[src/rtl/ntsc_modulator.sv]
// ntsc_modulator: composite-video encoder stage after the NTSC timing generator.
// Converts a 4-bit RGB pixel into 6-bit luma and chroma DAC codes through a
// fixed 3-cycle pipeline. The pipeline stages are:
//   1. RGB->YIQ matrix and input capture.
//   2. Quadrature modulation from a sine LUT on the subcarrier phase.
//   3. Sync/blank/burst level insertion into the output registers.
// Ports:
//   clk, rst_n             pixel clock (25 MHz); asynchronous active-low reset
//   r, g, b                pixel colour, already zero outside active video
//   active, color_burst    active-video and burst windows
//   sync_n_in              composite sync, low = sync tip
//   chroma_disable         monochrome: chroma fixed at 32, burst suppressed
//   luma, chroma           6-bit DAC codes (luma 0 sync, 18 black, 63 white;
//                          chroma centred on 32)
module ntsc_modulator #(
  parameter int                 PHASE_W   = 24,
  parameter logic [PHASE_W-1:0] PHASE_INC = 24'd2402193,
  parameter logic [7:0]         PHASE_OFS = 8'd23
) (
  input  logic       clk,
  input  logic       rst_n,
  input  logic [3:0] r,
  input  logic [3:0] g,
  input  logic [3:0] b,
  input  logic       active,
  input  logic       color_burst,
  input  logic       sync_n_in,
  input  logic       chroma_disable,
  output logic [5:0] luma,
  output logic [5:0] chroma
);

  // First quadrant of round(127*sin(2*pi*k/256)), k = 0..64.
  function automatic logic [6:0] quarter_sine(input logic [6:0] k);
    case (k)
      7'd0:  return 7'd0;   7'd1:  return 7'd3;   7'd2:  return 7'd6;   7'd3:  return 7'd9;
      7'd4:  return 7'd12;  7'd5:  return 7'd16;  7'd6:  return 7'd19;  7'd7:  return 7'd22;
      7'd8:  return 7'd25;  7'd9:  return 7'd28;  7'd10: return 7'd31;  7'd11: return 7'd34;
      7'd12: return 7'd37;  7'd13: return 7'd40;  7'd14: return 7'd43;  7'd15: return 7'd46;
      7'd16: return 7'd49;  7'd17: return 7'd51;  7'd18: return 7'd54;  7'd19: return 7'd57;
      7'd20: return 7'd60;  7'd21: return 7'd63;  7'd22: return 7'd65;  7'd23: return 7'd68;
      7'd24: return 7'd71;  7'd25: return 7'd73;  7'd26: return 7'd76;  7'd27: return 7'd78;
      7'd28: return 7'd81;  7'd29: return 7'd83;  7'd30: return 7'd85;  7'd31: return 7'd88;
      7'd32: return 7'd90;  7'd33: return 7'd92;  7'd34: return 7'd94;  7'd35: return 7'd96;
      7'd36: return 7'd98;  7'd37: return 7'd100; 7'd38: return 7'd102; 7'd39: return 7'd104;
      7'd40: return 7'd106; 7'd41: return 7'd107; 7'd42: return 7'd109; 7'd43: return 7'd111;
      7'd44: return 7'd112; 7'd45: return 7'd113; 7'd46: return 7'd115; 7'd47: return 7'd116;
      7'd48: return 7'd117; 7'd49: return 7'd118; 7'd50: return 7'd120; 7'd51: return 7'd121;
      7'd52: return 7'd122; 7'd53: return 7'd122; 7'd54: return 7'd123; 7'd55: return 7'd124;
      7'd56: return 7'd125; 7'd57: return 7'd125; 7'd58: return 7'd126; 7'd59: return 7'd126;
      7'd60: return 7'd126; default: return 7'd127;
    endcase
  endfunction

  // Full-wave LUT by quarter-wave symmetry; index wraps naturally mod 256.
  function automatic logic signed [7:0] sine_lut(input logic [7:0] k);
    logic [6:0] mag;
    mag = k[6] ? quarter_sine(7'd64 - {1'b0, k[5:0]}) : quarter_sine({1'b0, k[5:0]});
    return k[7] ? -$signed({1'b0, mag}) : $signed({1'b0, mag});
  endfunction

  // Clamp a signed code into the 0..63 DAC range.
  function automatic logic [5:0] sat6(input logic signed [8:0] x);
    if (x < 9'sd0)       return 6'd0;
    else if (x > 9'sd63) return 6'd63;
    else                 return x[5:0];
  endfunction

  logic [PHASE_W-1:0] phase;

  always_ff @(posedge clk or negedge rst_n) begin
    if (!rst_n) phase <= '0;
    else        phase <= phase + PHASE_INC;
  end

  // Stage 1: RGB->YIQ matrix; the coefficients make white land exactly on I=Q=0.
  logic        [11:0] ysum_c;
  logic signed [12:0] r_s, g_s, b_s, isum_c, qsum_c;

  assign r_s    = $signed({9'd0, r});
  assign g_s    = $signed({9'd0, g});
  assign b_s    = $signed({9'd0, b});
  assign ysum_c = 12'd77 * {8'd0, r} + 12'd150 * {8'd0, g} + 12'd29 * {8'd0, b};
  assign isum_c = 13'sd153 * r_s - 13'sd70 * g_s - 13'sd83 * b_s;
  assign qsum_c = 13'sd54 * r_s - 13'sd134 * g_s + 13'sd80 * b_s;

  logic               sync_n_p0, act_p0, bur_p0, dis_p0;
  logic        [11:0] ysum_p0;
  logic signed [12:0] isum_p0, qsum_p0;
  logic        [7:0]  p_p0;

  always_ff @(posedge clk or negedge rst_n) begin
    if (!rst_n) begin
      sync_n_p0 <= 1'b1;
      act_p0    <= 1'b0;
      bur_p0    <= 1'b0;
      dis_p0    <= 1'b0;
    end else begin
      sync_n_p0 <= sync_n_in;
      act_p0    <= active;
      bur_p0    <= color_burst;
      dis_p0    <= chroma_disable;
    end
  end

  always_ff @(posedge clk) begin
    ysum_p0 <= ysum_c;
    isum_p0 <= isum_c;
    qsum_p0 <= qsum_c;
    p_p0    <= phase[PHASE_W-1 -: 8];
  end

  // Stage 2: quadrature modulation, burst carrier and luma scaling.
  logic signed [7:0]  s_i, s_q, s_b;
  logic signed [21:0] isum_x, qsum_x, s_i_x, s_q_x, cv_c;
  logic        [13:0] y3_c;

  assign s_i    = sine_lut(p_p0 + 8'd64 + PHASE_OFS);
  assign s_q    = sine_lut(p_p0 + PHASE_OFS);
  assign s_b    = sine_lut(p_p0);
  assign isum_x = {{9{isum_p0[12]}}, isum_p0};
  assign qsum_x = {{9{qsum_p0[12]}}, qsum_p0};
  assign s_i_x  = {{14{s_i[7]}}, s_i};
  assign s_q_x  = {{14{s_q[7]}}, s_q};
  assign cv_c   = isum_x * s_i_x + qsum_x * s_q_x;
  assign y3_c   = {2'b00, ysum_p0} * 14'd3;

  logic               sync_n_p1, act_p1, bur_p1, dis_p1;
  logic        [5:0]  lv_p1;
  logic signed [21:0] cv_p1;
  logic signed [7:0]  bv_p1;

  always_ff @(posedge clk or negedge rst_n) begin
    if (!rst_n) begin
      sync_n_p1 <= 1'b1;
      act_p1    <= 1'b0;
      bur_p1    <= 1'b0;
      dis_p1    <= 1'b0;
    end else begin
      sync_n_p1 <= sync_n_p0;
      act_p1    <= act_p0;
      bur_p1    <= bur_p0;
      dis_p1    <= dis_p0;
    end
  end

  always_ff @(posedge clk) begin
    lv_p1 <= 6'd18 + y3_c[13:8];
    cv_p1 <= cv_c;
    bv_p1 <= 8'sd0 - s_b;
  end

  // Stage 3: level insertion. Taking the top bits of cv/bv is the floor shift.
  always_ff @(posedge clk or negedge rst_n) begin
    if (!rst_n) begin
      luma   <= 6'd18;
      chroma <= 6'd32;
    end else begin
      if (!sync_n_p1)  luma <= 6'd0;
      else if (act_p1) luma <= lv_p1;
      else             luma <= 6'd18;

      if (!sync_n_p1 || dis_p1) chroma <= 6'd32;
      else if (bur_p1)          chroma <= sat6(9'sd32 + $signed({{5{bv_p1[7]}}, bv_p1[7:4]}));
      else if (act_p1)          chroma <= sat6(9'sd32 + $signed({cv_p1[21], cv_p1[21:14]}));
      else                      chroma <= 6'd32;
    end
  end

endmodule

[config.mk]
export PLATFORM = sky130hd
export DESIGN_NAME = ntsc_modulator
export DESIGN_NICKNAME = d
export VERILOG_FILES = /design/src/rtl/ntsc_modulator.sv
export SDC_FILE = /design/constraint.sdc
export NUM_CORES = 1
export LEC_CHECK = 0
export CAP_MARGIN = 15
export CORE_MARGIN = 2
export CORE_UTILIZATION = 40
export CTS_CLUSTER_DIAMETER = 80
export CTS_CLUSTER_SIZE = 40
export DETAILED_ROUTE_END_ITERATION = 8
export REMOVE_ABC_BUFFERS = 1
export SKIP_CTS_REPAIR_TIMING = 1
export SYNTH_ARGS = -nofsm -noshare
export SYNTH_HDL_FRONTEND = slang
export SYNTH_SLANG_ARGS = --single-unit
export TNS_END_PERCENT = 20
[constraint.sdc]
create_clock -name clk -period 29.2 [get_ports clk]
set_clock_uncertainty 0.2 [all_clocks]
set_input_delay 5.84 -clock clk [delete_from_list [all_inputs] [get_ports clk]]
set_output_delay 5.84 -clock clk [all_outputs]
set_load 0.02 [all_outputs]
==> flow_summary.json, run 1 <==
{
  "cts_inserted_buffers": 17,
  "overflow": 0,
  "cts_buffer_depth": 2,
  "ys.flop_type": "dfxtp_1",
  "worstPathRequired_ns": 29.35,
  "layout-drive-gt1-share_pct": 5.79,
  "place_congestion": 0.915,
  "arrival_ns": 12.74,
  "syn-cell-area_sq_um": 19100,
  "min_period_ns": 12.59,
  "diodes": 0,
  "async_reset_ff_share_pct": 38.9,
  "fin_crit_sh_pct": 43.1,
  "hold_path_class": "reg2reg",
  "io_buffers": 29,
  "ys_seq_area_share_pct": 13.0,
  "drt_first_iter_violations": 929,
  "place_area_sq_um": 19900,
  "fmax_ghz": 0.0794,
  "root_buffer": "clkbuf_16",
  "endpoint_kind": "flop",
  "antenna_found_initial": 0,
  "fp-row-count": 80,
  "crit_path_start": "p_p0[1]",
  "final.setup.tns_ns": 0,
  "die_y_microns": 223,
  "path_clk_slew_ns": 0.05,
  "final_antenna_net_count": 0,
  "worst_r2r_startpoint": "p_p0[1]",
  "holdCritStartpoint": "dis_p0",
  "synth_edf_count": 0,
  "cts_sinks": 113,
  "critical-path-max-stage-delay_ns": 0.86,
  "status": "completed",
  "drt_first_pass_iters": 5,
  "postSynthCellCount": 2142,
  "final_area_sq_um": 20400,
  "ys_types": 109,
  "yosysWarningCount": 0,
  "die_x_microns": 223,
  "worst_slew_pin_slew_ns": 1.09,
  "wl_per_cell_microns": 17.1,
  "holdWs_ns": 0.146,
  "finalSetupViolations": 0,
  "num_io_pins": 30,
  "routed_wl_microns": 47200,
  "cp_slowest_cell": "xnor2_1",
  "cts_tree": "done",
  "path_max_fanout": 28,
  "area_growth_pct": 7.00,
  "drc": 0,
  "initial_core_util_pct": 40.3,
  "crit_top_cell": "inv_1",
  "viasPerCell": 5.34,
  "die_area_sq_um": 49500,
  "setup.worst_path.class": "reg2reg",
  "htreeDepth": 4,
  "dp_hpwl_microns": 37600,
  "maxSlewViolCount": 0,
  "rsz0062_at_grt": "false",
  "grt_max_degree": 45,
  "clk_latency_ns": 0.42,
  "vias": 14700,
  "hold_viol": 0,
  "fin_nets": 2609,
  "core-area_sq_um": 47400,
  "grt_pass1_wl_microns": 80100,
  "avgSynthCellArea_sq_um": 8.92,
  "relSlewSlack_pct": 25.1,
  "cap_violations": 0,
  "startpoint_type": "flop",
  "grt_usage_pct": 20.0,
  "synth-seq-cells": 113,
  "grt_pass1_vias": 15400
}
## layout make-up
cell class | instances | area [sq um]
Clock buffer | 20 | 447
Timing Repair Buffer | 41 | 375
Sequential cell | 113 | 2490
Inverter | 392 | 1470
Multi-Input combinational cell | 1562 | 14800
Clock inverter | 12 | 140
Fill cell | 4669 | 27000
Tap cell | 615 | 769
## layout by cell type (no fill, tap or decap), types with 8 or more instances in the layout
cell type and n:
inv_1 390, fa_1 255, ha_1 209, nand2_1 136, a21oi_1 110, nor2_1 108, xnor2_1 94, and2_1 79
o21ai_0 76, dfxtp_1 69, nor2b_1 45, nand3_1 41, nand2b_1 39, dfrtp_1 39, a21o_1 32, clkdlybuf4s50_1 28
xor2_1 27, a31oi_1 24, nor3_1 18, o21bai_1 18, o211ai_1 17, clkbuf_16 17, a211oi_1 14, buf_4 12
o21a_1 11, or2_2 10, and3_1 9, o22ai_1 8, mux2i_1 8
## state kept, by name (all words and copies together) (netlist names), 4 cells and up, named ones only
signal,cells
chroma,6
luma,6
phase,24
isum_p0,13
lv_p1,6
cv_p1,8
p_p0,8
bv_p1,4
ysum_p0,11
qsum_p0,12
## Yosys cell counts (27+ instances only)
| library cell | instances | area share (%) |
|---|---|---|
| nor2b_1 | 45 | 1.5 |
| xor2_1 | 27 | 1.2 |
| inv_1 | 390 | 7.7 |
| nor2_1 | 108 | 2.1 |
| nand2b_1 | 39 | 1.3 |
| fa_1 | 255 | 27 |
| and2_1 | 79 | 2.6 |
| nand2_1 | 136 | 2.7 |
| clkbuf_1 | 33 | 0.65 |
| a21o_1 | 32 | 1.3 |
| dfrtp_1 | 39 | 5.1 |
| nand3_1 | 41 | 1.1 |
| xnor2_1 | 94 | 4.3 |
| ha_1 | 209 | 14 |
| a21oi_1 | 110 | 2.9 |
| o21ai_0 | 76 | 2.0 |
| dfxtp_1 | 69 | 7.2 |
## logic make-up (layout without fill, tap and decap cells)
family / after synthesis / after routing / share of synthesized area, %
AOI/OAI and AO/OA: 413 / 413 / 14.9
xor gates and xnor gates: 128 / 128 / 6.18
adders and majority gates: 464 / 464 / 40.4
buffers and inverters: 467 / 465 / 9.79
DFF: 113 / 113 / 13.0
muxes: 14 / 14 / 0.864
and+or+nand+nor: 543 / 543 / 14.8
## metrics by stage
stage | cells | utilization, % | setup WS [ns]
2_1_floorplan | 2067 | - | 17.76
3_3_place_gp | 2722 | 41.8 | 17.12
3_5_place_dp | 2722 | 41.8 | 16.85
4_1_cts | 2754 | 43.1 | 16.78
5_1_grt | 2755 | 43.1 | 16.03
6_report | 2755 | 43.1 | 16.61
## final timing paths
path / slack, ns / cells after the start / to
worst max-delay path: 16.61 / 39 / cv_p1[21]
worst min-delay path: 0.15 / 0 / dis_p1
worst max register to register: 16.61 / 39 / cv_p1[21]
worst min register to register: 0.15 / 0 / dis_p1
max in group asynchronous: 22.85 / 1 / luma[0]
min in group asynchronous: 5.37 / 1 / phase[17]
## metal layers
layer | global-route usage (%) | part of all wire, %
met5 | 0 | 0
met4 | 5.69 | 2.5
met3 | 2.91 | 4.4
met2 | 34.0 | 49
met1 | 26.6 | 45
## worst max-delay path, delay by kind of cell, from the launching register on
| kind | cells | cell delay [ns] |
|---|---|---|
| xor gates and xnor gates | 1 | 0.86 |
| buffers and inverters | 8 | 1.22 |
| AOI/OAI and AO/OA | 12 | 2.50 |
| and+or+nand+nor | 5 | 1.84 |
| DFF | 1 | 0.84 |
| adders and majority gates | 10 | 4.15 |
| muxes | 3 | 0.89 |
Power of run 1 is left out: the tool's default activity adds up to more than one toggle a clock period on the data nets, which glitch-free logic cannot reach.
==> inputs of run 2 (changes only) <==
- clock period: 29.2 -> 11 ns (I/O delays scaled with it)
==> flow_summary.json, run 2 (synthesis gave the netlist of run 1 again) <==
{
  "min_period_ns": 10.54,
  "viasPerCell": 5.32,
  "htreeDepth": 4,
  "fmax_ghz": 0.0949,
  "cp_slowest_cell": "fa_1",
  "hold_path_class": "reg2reg",
  "placed_cells": 2753,
  "cts_tree": "done",
  "drc": 0,
  "dp_hpwl_microns": 39800,
  "regMostFlops": "phase",
  "vias": 14800,
  "cts_buffer_depth": 2,
  "die_area_sq_um": 49500,
  "wl_per_cell_microns": 17.6,
  "reg.largest.list": "phase (24), isum_p0 (13), qsum_p0 (12)",
  "r2r_cells": 38,
  "status": "completed",
  "finalSetupViolations": 0,
  "layout_common_cells": "inv_1, fa_1, ha_1",
  "final_common_cell": "inv_1",
  "hold_viol": 0,
  "dp_slack_ns": 0.376,
  "drt_first_iter_violations": 947,
  "fin_ws_ns": 0.458,
  "place_congestion": 0.940,
  "clk_latency_ns": 0.43,
  "grt_pass1_wl_microns": 81500,
  "arrival_ns": 10.70,
  "num_io_pins": 30,
  "startpoint_type": "flop",
  "worst_r2r_startpoint": "p_p0[0]",
  "overflow": 0,
  "diodes": 0,
  "path_max_fanout": 11,
  "setup.worst_path.class": "reg2reg",
  "grt_max_degree": 45,
  "endpoint_kind": "flop",
  "fin_crit_sh_pct": 95.8,
  "root_buffer": "clkbuf_16",
  "cts_inserted_buffers": 17,
  "worstPathRequired_ns": 11.16,
  "routed_wl_microns": 49000,
  "fillers": 4719,
  "final_area_sq_um": 20700,
  "fp-row-count": 80,
  "core-area_sq_um": 47400,
  "fin_nets": 2641,
  "relSlewSlack_pct": 32.2,
  "critPathBufInv": 10,
  "final_antenna_net_count": 0,
  "final.setup.tns_ns": 0,
  "path_clk_slew_ns": 0.07,
  "holdCritStartpoint": "act_p0",
  "critical-path-max-stage-delay_ns": 0.55,
  "largest_reg_flops": 24,
  "grt_pass1_vias": 15700,
  "drt_first_pass_iters": 7,
  "cap_violations": 0,
  "die_x_microns": 223,
  "place_area_sq_um": 20100,
  "crit_cells": 38,
  "antenna_found_initial": 0,
  "cts_sinks": 113,
  "layout-drive-gt1-share_pct": 7.46,
  "holdPathStages": 0,
  "final_cells": 2787,
  "grt_usage_pct": 20.5,
  "die_y_microns": 223,
  "crit_family": "adder cells",
  "area_growth_pct": 8.58,
  "crit_path_start": "p_p0[0]",
  "worst_slew_pin_slew_ns": 1.02,
  "io_buffers": 29,
  "maxSlewViolCount": 0,
  "initial_core_util_pct": 40.3
}
==> run 2: cell types whose count changed in the layout (fill, tap and decap cells not counted), moves of 2 or more <==
cell      delta
inv_6        +6
inv_8        +2
buf_4       +31
clkinv_2     -5
xnor2_4      +2
clkbuf_1     -2
clkinv_4     +3
xnor2_1      -2
==> run 2: layout make-up <==
class                      count  area [sq um]  area share [%]
clock inverter                15           171           0.826
clock buffer                  17           425            2.05
inverter                     392          1480            7.11
timing repair buffer          73           619            2.99
tap                          615           769            3.71
multi-input combinational   1562         14800            71.3
sequential                   113          2490            12.0
==> run 2: metrics by stage <==
stage | hold slack, ns | utilization, %
2_1_floorplan | 0.131 | -
3_3_place_gp | 0.132 | 42.3
3_5_place_dp | 0.135 | 42.3
4_1_cts | 0.149 | 43.6
5_1_grt | 0.165 | 43.7
6_report | 0.149 | 43.7
==> run 2: layer usage <==
metal  GRT usage, %  wire length, microns  up-vias
li1               -                     -     7008
met2           35.7                 24400      387
met4           5.39                   966        0
met3           1.96                  2050       63
met5              0                     0        -
met1           27.2                 21600     7361
==> run 2: path summary, 6_finish.rpt <==
path,end,slack (ns)
max,cv_p1[21],0.46
min,act_p1,0.15
max reg2reg,cv_p1[21],0.46
min reg2reg,act_p1,0.15
max in group asynchronous,phase[7],8.26
min in group asynchronous,phase[21],1.74
==> run 2: worst register-to-register path: cells and delay by family (launching register included) <==
kind,cells,cell delay (ns)
flip-flops,1,0.34
AO/OA/AOI/OAI,13,3.26
adder cells (fa/ha/maj),9,4.05
XOR/XNOR,1,0.14
AND/OR/NAND/NOR,5,1.21
buffers and inverters,10,1.29
Power of run 2 is left out for the same reason.
